`src/rtl/frogger_scoreboard.sv`:
```
// Frogger score/lives/game-state tracker with seven-segment drive; events are input rising edges.
// Single-cycle latency from an input rise to state and display; there is no backpressure.
module frogger_scoreboard #(
    parameter int SCORE_DIGITS = 3,
    parameter int WIN_TARGET   = 10,
    parameter int LIVES        = 3
) (
    input  logic                      clock,
    input  logic                      reset,
    input  logic                      win,
    input  logic                      lose,
    input  logic                      in,
    output logic                      game_over,
    output logic                      won,
    output logic [4*SCORE_DIGITS-1:0] score_bcd,
    output logic [3:0]                lives_left,
    output logic [6:0]                HEX5,
    output logic [6:0]                HEX4,
    output logic [6:0]                HEX3,
    output logic [6:0]                HEX2,
    output logic [6:0]                HEX1,
    output logic [6:0]                HEX0
);
    localparam int SW = 4 * SCORE_DIGITS;

    localparam logic [6:0] SEG_BLANK = 7'b1111111;
    localparam logic [6:0] SEG_L     = 7'b1000111;
    localparam logic [6:0] SEG_O     = 7'b1000000;
    localparam logic [6:0] SEG_S     = 7'b0010010;
    localparam logic [6:0] SEG_E     = 7'b0000110;
    localparam logic [6:0] SEG_G     = 7'b0000010;
    localparam logic [6:0] SEG_D     = 7'b0100001;

    function automatic logic [SW-1:0] to_bcd(input int value);
        int rem;
        logic [SW-1:0] res;
        rem = value;
        res = '0;
        for (int i = 0; i < SCORE_DIGITS; i++) begin
            res[4*i +: 4] = 4'(rem % 10);
            rem = rem / 10;
        end
        return res;
    endfunction

    function automatic logic [6:0] seg_digit(input logic [3:0] d);
        case (d)
            4'd0:    return 7'b1000000;
            4'd1:    return 7'b1111001;
            4'd2:    return 7'b0100100;
            4'd3:    return 7'b0110000;
            4'd4:    return 7'b0011001;
            4'd5:    return 7'b0010010;
            4'd6:    return 7'b0000010;
            4'd7:    return 7'b1111000;
            4'd8:    return 7'b0000000;
            4'd9:    return 7'b0010000;
            default: return SEG_BLANK;
        endcase
    endfunction

    localparam logic [SW-1:0] TARGET_BCD = to_bcd(WIN_TARGET);

    typedef enum logic [1:0] {PLAY, WON, LOST} state_t;

    state_t        state_q, state_d;
    logic [SW-1:0] score_q, score_d;
    logic [3:0]    lives_q, lives_d;
    logic          win_hist_q, lose_hist_q, in_hist_q;
    logic          win_ev, lose_ev, in_ev;
    logic [SW-1:0] score_inc;

    assign win_ev  = win  & ~win_hist_q;
    assign lose_ev = lose & ~lose_hist_q;
    assign in_ev   = in   & ~in_hist_q;

    always_ff @(posedge clock) begin
        if (reset) begin
            state_q     <= PLAY;
            score_q     <= '0;
            lives_q     <= 4'(LIVES);
            win_hist_q  <= 1'b1;
            lose_hist_q <= 1'b1;
            in_hist_q   <= 1'b1;
        end else begin
            state_q     <= state_d;
            score_q     <= score_d;
            lives_q     <= lives_d;
            win_hist_q  <= win;
            lose_hist_q <= lose;
            in_hist_q   <= in;
        end
    end

    // Ripple BCD increment: each digit wraps 9->0 and passes the carry upward.
    always_comb begin
        logic carry;
        logic [3:0] dig;
        score_inc = score_q;
        carry     = 1'b1;
        for (int i = 0; i < SCORE_DIGITS; i++) begin
            dig = score_q[4*i +: 4];
            if (carry) begin
                if (dig == 4'd9) begin
                    score_inc[4*i +: 4] = 4'd0;
                end else begin
                    score_inc[4*i +: 4] = dig + 4'd1;
                    carry = 1'b0;
                end
            end
        end
    end

    always_comb begin
        state_d = state_q;
        score_d = score_q;
        lives_d = lives_q;
        case (state_q)
            PLAY: begin
                if (lose_ev) begin
                    lives_d = lives_q - 4'd1;
                    if (lives_q == 4'd1) state_d = LOST;
                end else if (win_ev) begin
                    score_d = score_inc;
                    if (score_inc == TARGET_BCD) state_d = WON;
                end
            end
            WON, LOST: begin
                if (in_ev) begin
                    score_d = '0;
                    lives_d = 4'(LIVES);
                    state_d = PLAY;
                end
            end
            default: state_d = PLAY;
        endcase
    end

    always_comb begin
        logic [6:0] hex [0:5];
        logic       seen;
        logic [3:0] dig;
        for (int j = 0; j < 6; j++) hex[j] = SEG_BLANK;
        seen      = 1'b0;
        game_over = (state_q == WON) || (state_q == LOST);
        won       = (state_q == WON);
        case (state_q)
            WON: begin
                hex[3] = SEG_G; hex[2] = SEG_O; hex[1] = SEG_O; hex[0] = SEG_D;
            end
            LOST: begin
                hex[3] = SEG_L; hex[2] = SEG_O; hex[1] = SEG_S; hex[0] = SEG_E;
            end
            default: begin
                hex[5] = seg_digit(lives_q);
                // Scan from the most significant digit so leading zeros stay blank.
                for (int i = SCORE_DIGITS - 1; i >= 0; i--) begin
                    dig = score_q[4*i +: 4];
                    if (dig != 4'd0 || i == 0) seen = 1'b1;
                    if (seen) hex[i] = seg_digit(dig);
                end
            end
        endcase
        HEX0 = hex[0];
        HEX1 = hex[1];
        HEX2 = hex[2];
        HEX3 = hex[3];
        HEX4 = hex[4];
        HEX5 = hex[5];
    end

    assign score_bcd  = score_q;
    assign lives_left = lives_q;
endmodule

```
`config.mk`:
```
export PLATFORM = sky130hd
export DESIGN_NAME = frogger_scoreboard
export DESIGN_NICKNAME = d
export VERILOG_FILES = /design/src/rtl/frogger_scoreboard.sv
export SDC_FILE = /design/constraint.sdc
export NUM_CORES = 1
export LEC_CHECK = 0
export ABC_AREA = 1
export CORE_UTILIZATION = 55
export DETAILED_ROUTE_END_ITERATION = 10
export PLACE_DENSITY = 0.9
export SLEW_MARGIN = 20
export SYNTH_ARGS = -nofsm -noshare
export SYNTH_HDL_FRONTEND = slang
export SYNTH_SLANG_ARGS = --single-unit
```
`constraint.sdc`:
```
create_clock -name clock -period 6.74 [get_ports clock]
set_input_delay 1.011 -clock clock [delete_from_list [all_inputs] [get_ports clock]]
set_output_delay 1.011 -clock clock [all_outputs]
set_load 0.01 [all_outputs]
```
==> flow_summary.rst, run 1 <==
.. list-table::
   :header-rows: 1

   * - Metric
     - Value
   * - DR WL/cell
     - 12.4 um
   * - Achievable frequency
     - 248 MHz
   * - Internal power
     - 0.514 mW
   * - Required time of the worst setup path
     - 5.73 ns
   * - Portion of total power attributed to the clock network
     - 35.1%
   * - Dpl cell area
     - 4040 um2
   * - Setup repair after global routing missed its margin
     - no
   * - Die outline area
     - 6670 um2
   * - Xor-xnor portion of the synthesized cell area
     - 0.251%
   * - Count leader, synth
     - nand2_1
   * - Number of top-level design ports
     - 65
   * - Maximum number of pins on one net before global-route repair
     - 30
   * - Cell taking the most area after synthesis
     - dfxtp_1
   * - Remaining DRCs
     - 0
   * - Via density
     - 5.07
   * - Width of the die
     - 81.7 um
   * - Vias in the first global route
     - 3044
   * - Final number of hold-violating endpoints
     - 0
   * - Top cells by area in the synthesized netlist
     - dfxtp_1, nand2_1, ha_1
   * - Number of flops mapped to enable cells by yosys
     - 0
   * - Share of the synthesized area in compound gates (AO/OA/AOI/OAI)
     - 6.84%
   * - Met1 global-route usage
     - 27.9%
   * - Total of buffers placed on input and output ports
     - 56
   * - Flop2flop setup slack
     - 3.23 ns
   * - Area of the placeable core
     - 6030 um2
   * - Register area share after synthesis
     - 28.1%
   * - Cts-stage hold buffer count
     - 0
   * - Clock Skews
     - 0.00750 ns
   * - Worst-case setup margin in the final layout
     - 2.71 ns
   * - Post-route design area
     - 4170 um2
   * - Switching share of power
     - 26.2%
   * - Register bit total from synthesis
     - 49
   * - Vertical die dimension
     - 81.7 um
   * - Adder-cell share of the synthesized area
     - 12.5%
   * - Number of H-tree levels
     - 2
   * - Overall power
     - 0.697 mW
   * - Number of antenna violations at the first check in global routing
     - 0
   * - Worst hold-check slack
     - 0.590 ns
   * - Number of distinct library cells after synthesis
     - 38
   * - Worst setup SP type
     - flop
   * - Routed Wire Length
     - 7800 um
   * - FF-to-FF path depth
     - 13
   * - Clock tree from TritonCTS
     - built
   * - Worst slew slack as a fraction of its limit
     - 36.9%
   * - Overall global routing resource usage
     - 25.4%
   * - Sinks on Clock Net
     - 49
   * - Worst Max-Slew Pin Slew
     - 0.947 ns
   * - Post-CTS setup buffer count
     - 0
   * - Initial Util
     - 58.0%
   * - Post-DP HPWL
     - 5990 um
   * - Combinational family with the most area after synthesis
     - simple AND/OR/NAND/NOR gates
   * - Pre-CTS worst setup slack
     - 3.09 ns
   * - Worst Hold Class
     - reg2reg
   * - Simple-gate portion of the synthesized area
     - 39.6%
   * - Met3 usage in global routing
     - 5.22%
   * - Share of cell area taken by muxes after synthesis
     - 0%
   * - Async set-reset flop share out of synthesis
     - 0%
   * - Total net switching power
     - 0.183 mW
   * - Worst path arrival time
     - 3.02 ns
   * - Clock-pin slew on the worst setup and hold paths
     - 0.09 ns
   * - Total of max-cap violations
     - 0
   * - Share of power burned in combinational logic
     - 20.3%
   * - Static leakage
     - 2.22 nW
   * - Global routing's busiest layer
     - met2
   * - Type of destination of the critical path
     - output pin
   * - Layout area overhead
     - 19.5%
   * - Ratio of cells with drive above 1 in the final layout
     - 13.9%
   * - Sequential Power Share
     - 44.6%
   * - 1st-iter DRT viols
     - 238
   * - Final weighted congestion in routability-driven placement
     - 0.889
   * - Maximum buffer depth of the clock tree
     - 2
   * - Clock period minus worst slack
     - 4.03 ns
   * - Antenna violation net count after detailed routing
     - 0
   * - Detailed Routing Iterations Pass 1
     - 4
   * - Fin nets
     - 591
   * - Cts bufs inserted
     - 5
   * - Startpoint-to-endpoint class of the critical path
     - reg2out
   * - Maximum fanout along the worst path
     - 29
   * - Synth Flop Type
     - dfxtp_1
   * - Met2 GRT Util
     - 47.3%
   * - Proportion of netlist area held by the largest area contributor
     - 28.1%
   * - Diode insertion count for antenna repair
     - 0
   * - Run status
     - finished clean
   * - FP Rows
     - 28
   * - Gate count after technology mapping
     - 500
   * - Final cycle utilization of the critical path
     - 59.8%
   * - Hold Crit Start
     - state_q[0]$_SDFFE_PP0P_
   * - Hold path depth
     - 2
   * - Maximum VDD drop
     - 0.127 mV
   * - Clock Latency Late Sink
     - 0.30 ns
   * - Total negative slack for setup checks
     - 0 ns
   * - Leading post-synthesis cells by instance count
     - nand2_1, inv_1, dfxtp_1
   * - Post-synthesis cell area
     - 3490 um2
   * - First-pass GRT wire length
     - 13100 um
   * - Post_cts resized
     - 0
   * - Final Setup Violations
     - 0
   * - Power density over the cells
     - 167 nW/um2
   * - Warnings, synthesis
     - 0
   * - Gr ovfl total
     - 0
   * - Clk Tree Root Cell
     - clkbuf_8
   * - Worst Hold Path EP
     - state_q[0]$_SDFFE_PP0P_
   * - Startpoint of the worst-slack reg-to-reg timing path
     - state_q[0]$_SDFFE_PP0P_
   * - Mean instance size in the synthesized netlist
     - 6.98 um2
   * - Detailed-route via count
     - 3176
   * - Number of max-slew violations in the final report
     - 0
[cell usage in the layout, fill, tap and decap left out, types with 2 or more instances in the layout]
cell / count
nand2_1: 149
nand2_2: 14
o21ai_4: 3
ha_1: 35
nor2_2: 5
a21oi_1: 2
nand3b_1: 5
dfxtp_1: 49
nand2_4: 6
nor2_1: 46
inv_1: 66
inv_2: 9
o21ai_2: 6
bufinv_16: 2
nor2_4: 7
nand3_1: 42
or2_2: 8
o21ai_1: 4
clkdlybuf4s50_1: 56
conb_1: 8
clkbuf_8: 5
nand4_1: 3
o21ai_0: 7
[worst max-delay path: stages, from the launching register on]
cell and delay [ns]:
dfxtp_1 0.39, inv_1 0.10, ha_1 0.93, inv_1 0.51, o21ai_0 0.21, nand2_1 0.09, clkdlybuf4s50_1 0.49
[through the flow]
stage	util [%]	cells
after floorplan	-	507
after global placement	67.0	619
after detailed placement	67.0	619
after CTS	69.2	627
after global routing	69.2	627
final	69.2	627
[kinds of logic (layout without fill, tap and decap cells)]
logic type	after synthesis	count (layout)
adders and majority gates	35	35
other	1	8
DFF	49	49
xor gates and xnor gates	1	1
buffers and inverters	97	142
and+or+nand+nor	289	289
AOI/OAI and AO/OA	28	28
[power by group through the flow]
stage	Sequential (mW)	Clock, mW	Combinational [mW]
2_1_floorplan	0.317	0	0.0903
3_3_place_gp	0.317	0	0.135
3_5_place_dp	0.318	0	0.140
4_1_cts	0.311	0.247	0.142
5_1_grt	0.313	0.262	0.156
6_report	0.311	0.244	0.142
[worst max path at each step]
stage	start	end	slack (ns)
2_1_floorplan	reset	flop	4.11
3_3_place_gp	state_q[0]$_SDFFE_PP0P_	HEX1[1]	3.22
4_1_cts	state_q[0]$_SDFFE_PP0P_	HEX1[1]	2.75
6_report	state_q[0]$_SDFFE_PP0P_	HEX1[1]	2.71
3_5_place_dp	state_q[0]$_SDFFE_PP0P_	HEX0[2]	3.09
5_1_grt	state_q[0]$_SDFFE_PP0P_	HEX1[4]	2.50
[cell type report]
type                    instances  area (um2)
multi-input cells             361        2100
fillers                       478        1850
flip-flops and latches         49         981
repair buffers                 57         568
inverters                      77         297
well taps                      75        93.8
clock buffers                   5        68.8
clock inverters                 3        65.1
[routing by layer]
metal	up-vias	wire, um
li1	1606	-
met1	1461	3060
met2	92	4140
met3	17	448
met4	0	146
met5	-	0
Note: power is estimated with default switching activity, not from simulation.
==> run 2: changes to the inputs <==
--- a/config.mk
+++ b/config.mk
@@ -6,9 +6,9 @@
 export NUM_CORES = 1
 export LEC_CHECK = 0
 export ABC_AREA = 1
-export CORE_UTILIZATION = 55
+export CORE_UTILIZATION = 48
 export DETAILED_ROUTE_END_ITERATION = 10
-export PLACE_DENSITY = 0.9
+export PLACE_DENSITY = 0.84
 export SLEW_MARGIN = 20
 export SYNTH_ARGS = -nofsm -noshare
 export SYNTH_HDL_FRONTEND = slang
==> constraint.sdc (replaced) <==
create_clock -name clock -period 3.5 [get_ports clock]
set_input_delay 0.525 -clock clock [delete_from_list [all_inputs] [get_ports clock]]
set_output_delay 0.525 -clock clock [all_outputs]
set_load 0.01 [all_outputs]
==> flow_summary.rst, run 2 (same netlist as run 1, synthesis figures left out) <==
.. list-table::
   :header-rows: 1

   * - Metric
     - Value
   * - Hold path depth
     - 2
   * - Number of H-tree levels
     - 2
   * - Worst hold-check slack
     - 0.579 ns
   * - Worst path arrival time
     - 2.35 ns
   * - Routed Wire Length
     - 7440 um
   * - FP Rows
     - 30
   * - Maximum fanout along the worst path
     - 7
   * - Total of max-cap violations
     - 0
   * - Clock Skews
     - 0.0106 ns
   * - Required time of the worst setup path
     - 2.97 ns
   * - Post-CTS setup buffer count
     - 0
   * - Dpl cell area
     - 4090 um2
   * - Static leakage
     - 2.23 nW
   * - Vertical die dimension
     - 87.3 um
   * - Detailed-route via count
     - 3142
   * - Placed cells
     - 642
   * - Post-DP HPWL
     - 5820 um
   * - Power density over the cells
     - 318 nW/um2
   * - Top Family by Delay on Critical Path
     - buffers and inverters
   * - Final weighted congestion in routability-driven placement
     - 0.884
   * - Clk Tree Root Cell
     - clkbuf_8
   * - Type of destination of the critical path
     - output pin
   * - Maximum buffer depth of the clock tree
     - 2
   * - Crit-path cells
     - inv_1, ha_1, nand3_1, inv_1, nand4_1, inv_1, o21ai_0, nand2_1, clkdlybuf4s50_1
   * - Number of antenna violations at the first check in global routing
     - 0
   * - 1st-iter DRT viols
     - 202
   * - Startpoint-to-endpoint class of the critical path
     - reg2out
   * - Via density
     - 4.83
   * - Number of max-slew violations in the final report
     - 0
   * - Remaining DRCs
     - 0
   * - Number of buffer and inverter stages on the critical path
     - 4
   * - Die outline area
     - 7620 um2
   * - Fillers
     - 615
   * - Clock tree from TritonCTS
     - built
   * - Most common cell after layout, fill and taps aside
     - nand2_1
   * - Final number of hold-violating endpoints
     - 0
   * - Initial Util
     - 50.6%
   * - Non-filler instance count after layout
     - 650
   * - First-pass GRT wire length
     - 12400 um
   * - Total of buffers placed on input and output ports
     - 56
   * - Post_cts resized
     - 0
   * - Overall global routing resource usage
     - 20.4%
   * - Detailed Routing Iterations Pass 1
     - 4
   * - Antenna violation net count after detailed routing
     - 0
   * - Layout area overhead
     - 21.0%
   * - Ratio of cells with drive above 1 in the final layout
     - 14.3%
   * - Cts bufs inserted
     - 5
   * - Worst path max stage delay
     - 0.53 ns
   * - Maximum VDD drop
     - 0.237 mV
   * - Worst setup SP type
     - flop
   * - Number of top-level design ports
     - 65
   * - Achievable frequency
     - 348 MHz
   * - Instance count on the critical path
     - 9
   * - Sinks on Clock Net
     - 49
   * - Area of the placeable core
     - 6910 um2
   * - Setup repair after global routing missed its margin
     - no
   * - Clock Latency Late Sink
     - 0.31 ns
   * - Maximum number of pins on one net before global-route repair
     - 29
   * - Clock period minus worst slack
     - 2.87 ns
   * - Fin nets
     - 593
   * - Most numerous cell on the critical path
     - inv_1
   * - Run status
     - finished clean
   * - Most used cells in the layout excluding fill and tap cells
     - nand2_1, inv_1, clkdlybuf4s50_1
   * - Slowest cell on the critical path
     - clkdlybuf4s50_1
   * - Width of the die
     - 87.3 um
   * - Cts-stage hold buffer count
     - 0
   * - Final cycle utilization of the critical path
     - 82.1%
   * - Clock-pin slew on the worst setup and hold paths
     - 0.09 ns
   * - Gr ovfl total
     - 0
   * - Final Setup Violations
     - 0
   * - Worst Hold Class
     - reg2reg
   * - Vias in the first global route
     - 2880
   * - Post-route design area
     - 4230 um2
   * - Total negative slack for setup checks
     - 0 ns
   * - Diode insertion count for antenna repair
     - 0
   * - FF-to-FF path depth
     - 15
   * - DR WL/cell
     - 11.4 um
run 2: changes by cell type in the layout (fill, tap and decap cells not counted), sizes merged:
cell / previous run / this run
buf: 1 / 3
run 2: worst reg2reg max path: stages, from the launching register on:
cell      delay, ns
dfxtp_1        0.40
inv_1          0.10
ha_1           0.30
buf_4          0.31
o21ai_4        0.15
o21ai_4        0.15
inv_2          0.08
nand2_4        0.12
nand2_1        0.07
o21ai_0        0.11
nand2_1        0.21
ha_1           0.35
nand3b_1       0.15
nand2_1        0.07
nand2_1        0.05
nand2_1        0.05
run 2: stage by stage:
stage          total power [mW]  worst slack, ns  util, %
5_1_grt                    1.40            0.418     61.2
3_3_place_gp              0.875            0.829     59.2
3_5_place_dp              0.884            0.751     59.2
2_1_floorplan             0.785             1.19        -
6_report                   1.34            0.628     61.2
4_1_cts                    1.35            0.576     61.2
run 2: cell type report:
type	instances	area (um2)	share of cell area, %
clock buffer	5	68.8	1.63
clock inverter	3	65.1	1.54
inverter	77	297	7.02
multi-input combinational	361	2100	49.7
sequential	49	981	23.2
tap	96	120	2.84
timing repair buffer	59	596	14.1
run 2: layer usage:
metal	wire (um)	GRT usage, %
met1	3240	23.8
met2	3680	36.8
met3	358	3.79
met4	164	7.75
met5	0	0
run 2: worst paths after layout:
path	from	end	slack, ns
worst min-delay path	state_q[0]$_SDFFE_PP0P_	state_q[0]$_SDFFE_PP0P_	0.58
worst min register to register	state_q[0]$_SDFFE_PP0P_	state_q[0]$_SDFFE_PP0P_	0.58
worst max-delay path	score_bcd[9]$_SDFFE_PP0N_	HEX1[1]	0.63
worst max register to register	state_q[0]$_SDFFE_PP0P_	flop	0.77
run 2: where the power goes:
group | internal, mW | switching, mW
Combinational | 0.124 | 0.148
Sequential | 0.585 | 0.0143
Clock | 0.284 | 0.187
==> run 3: changes to the inputs <==
--- a/config.mk
+++ b/config.mk
@@ -6,9 +6,9 @@
 export NUM_CORES = 1
 export LEC_CHECK = 0
 export ABC_AREA = 1
-export CORE_UTILIZATION = 48
+export CORE_UTILIZATION = 53
 export DETAILED_ROUTE_END_ITERATION = 10
-export PLACE_DENSITY = 0.84
+export PLACE_DENSITY = 0.88
 export SLEW_MARGIN = 20
 export SYNTH_ARGS = -nofsm -noshare
 export SYNTH_HDL_FRONTEND = slang
==> constraint.sdc (replaced) <==
create_clock -name clock -period 2.7 [get_ports clock]
set_input_delay 0.405 -clock clock [delete_from_list [all_inputs] [get_ports clock]]
set_output_delay 0.405 -clock clock [all_outputs]
set_load 0.01 [all_outputs]
==> flow_summary.rst, run 3 (same netlist as run 1, synthesis figures left out) <==
.. list-table::
   :header-rows: 1

   * - Metric
     - Value
   * - Routed Wire Length
     - 7610 um
   * - Non-filler instance count after layout
     - 641
   * - Layout area overhead
     - 21.8%
   * - Number of antenna violations at the first check in global routing
     - 0
   * - Placed cells
     - 631
   * - Clock-pin slew on the worst setup and hold paths
     - 0.09 ns
   * - Vias in the first global route
     - 2980
   * - Remaining DRCs
     - 0
   * - Type of destination of the critical path
     - output pin
   * - Number of top-level design ports
     - 65
   * - Total of buffers placed on input and output ports
     - 56
   * - Worst Hold Class
     - reg2reg
   * - Die outline area
     - 6920 um2
   * - Final weighted congestion in routability-driven placement
     - 0.865
   * - Most used cells in the layout excluding fill and tap cells
     - nand2_1, inv_1, clkdlybuf4s50_1
   * - Setup repair after global routing missed its margin
     - no
   * - Width of the die
     - 83.2 um
   * - Maximum number of pins on one net before global-route repair
     - 24
   * - Final number of hold-violating endpoints
     - 0
   * - Post-DP HPWL
     - 5810 um
   * - Final Setup Violations
     - 0
   * - Clock Latency Late Sink
     - 0.31 ns
   * - Area of the placeable core
     - 6350 um2
   * - FP Rows
     - 29
   * - Via density
     - 5.05
   * - Static leakage
     - 2.27 nW
   * - Sinks on Clock Net
     - 49
   * - Cts-stage hold buffer count
     - 0
   * - Antenna violation net count after detailed routing
     - 0
   * - Startpoint-to-endpoint class of the critical path
     - reg2out
   * - Worst path arrival time
     - 2.16 ns
   * - Detailed-route via count
     - 3234
   * - Power density over the cells
     - 380 nW/um2
   * - Maximum buffer depth of the clock tree
     - 2
   * - Achievable frequency
     - 390 MHz
   * - Run status
     - finished clean
   * - Vertical die dimension
     - 83.2 um
   * - Clk Tree Root Cell
     - clkbuf_8
   * - Pre-CTS worst setup slack
     - 0.125 ns
   * - Final cycle utilization of the critical path
     - 94.9%
   * - Required time of the worst setup path
     - 2.30 ns
   * - Worst hold-check slack
     - 0.608 ns
   * - Cts bufs inserted
     - 5
   * - DR WL/cell
     - 11.9 um
   * - Number of H-tree levels
     - 2
   * - Ratio of cells with drive above 1 in the final layout
     - 17.0%
   * - Worst-case setup margin in the final layout
     - 0.137 ns
   * - Diode insertion count for antenna repair
     - 0
   * - Overall power
     - 1.62 mW
   * - First-pass GRT wire length
     - 12900 um
   * - Clock Skews
     - 0.00922 ns
   * - Gr ovfl total
     - 0
   * - Clock tree from TritonCTS
     - built
   * - 1st-iter DRT viols
     - 248
   * - Number of max-slew violations in the final report
     - 0
   * - Overall global routing resource usage
     - 22.5%
   * - Maximum fanout along the worst path
     - 23
   * - Total negative slack for setup checks
     - 0 ns
   * - Clock period minus worst slack
     - 2.56 ns
   * - Total of max-cap violations
     - 0
   * - Detailed Routing Iterations Pass 1
     - 5
   * - Worst setup SP type
     - flop
   * - Most common cell after layout, fill and taps aside
     - nand2_1
   * - Initial Util
     - 55.0%
   * - Fin nets
     - 603
   * - Maximum VDD drop
     - 0.311 mV
run 3: changes by cell type in the layout (fill, tap and decap cells not counted), sizes merged:
cell,delta
clkbuf,+2
buf,+10
bufinv,-2
run 3: worst max-delay path, cell delays in order, from the launching register on:
cell             delay [ns]
dfxtp_1                0.37
inv_1                  0.11
ha_4                   0.35
buf_6                  0.21
nand2_1                0.15
nand2_1                0.10
clkdlybuf4s50_1        0.54
run 3: what timing repair did:
action                                  4_1_cts  5_1_grt
endpoints found under the setup margin       12        9
gates resized for setup                       5        4
setup buffers                                 0        2
run 3: stage by stage:
stage / utilization (%) / cell area [um2]
finish: 67.0 / 4250
detailed placement: 64.8 / 4120
global placement: 64.8 / 4120
CTS: 66.7 / 4230
global route: 67.0 / 4250
floorplan: - / 3520
run 3: worst paths after layout:
path | start | to | slack (ns) | cells past startpoint
max | state_q[1]$_SDFFE_PP0P_ | HEX0[5] | 0.14 | 6
min | state_q[0]$_SDFFE_PP0P_ | state_q[0]$_SDFFE_PP0P_ | 0.61 | 2
max reg2reg | score_bcd[0]$_SDFFE_PP0N_ | flop | 0.29 | 14
min reg2reg | state_q[0]$_SDFFE_PP0P_ | state_q[0]$_SDFFE_PP0P_ | 0.61 | 2
run 3: per-layer routing:
layer | part of all wire, % | up-vias | global-route usage [%] | routed length [um]
met4 | 0.91 | 0 | 6.11 | 69
met1 | 43 | 1505 | 27.3 | 3310
li1 | - | 1634 | - | -
met2 | 51 | 88 | 40.8 | 3850
met3 | 5.0 | 7 | 3.78 | 383
met5 | 0 | - | 0 | 0
run 3: layout make-up:
cell class | instances | area, um2
flip-flops and latches | 49 | 983
fillers | 504 | 2100
clock inverters | 1 | 5.00
multi-input cells | 361 | 2110
inverters | 77 | 297
well taps | 77 | 96.3
clock buffers | 7 | 96.3
repair buffers | 69 | 662
run 3: where the power goes:
part	internal [mW]	switching (mW)
clock	0.232	0.244
combinational	0.169	0.196
sequential	0.758	0.0178
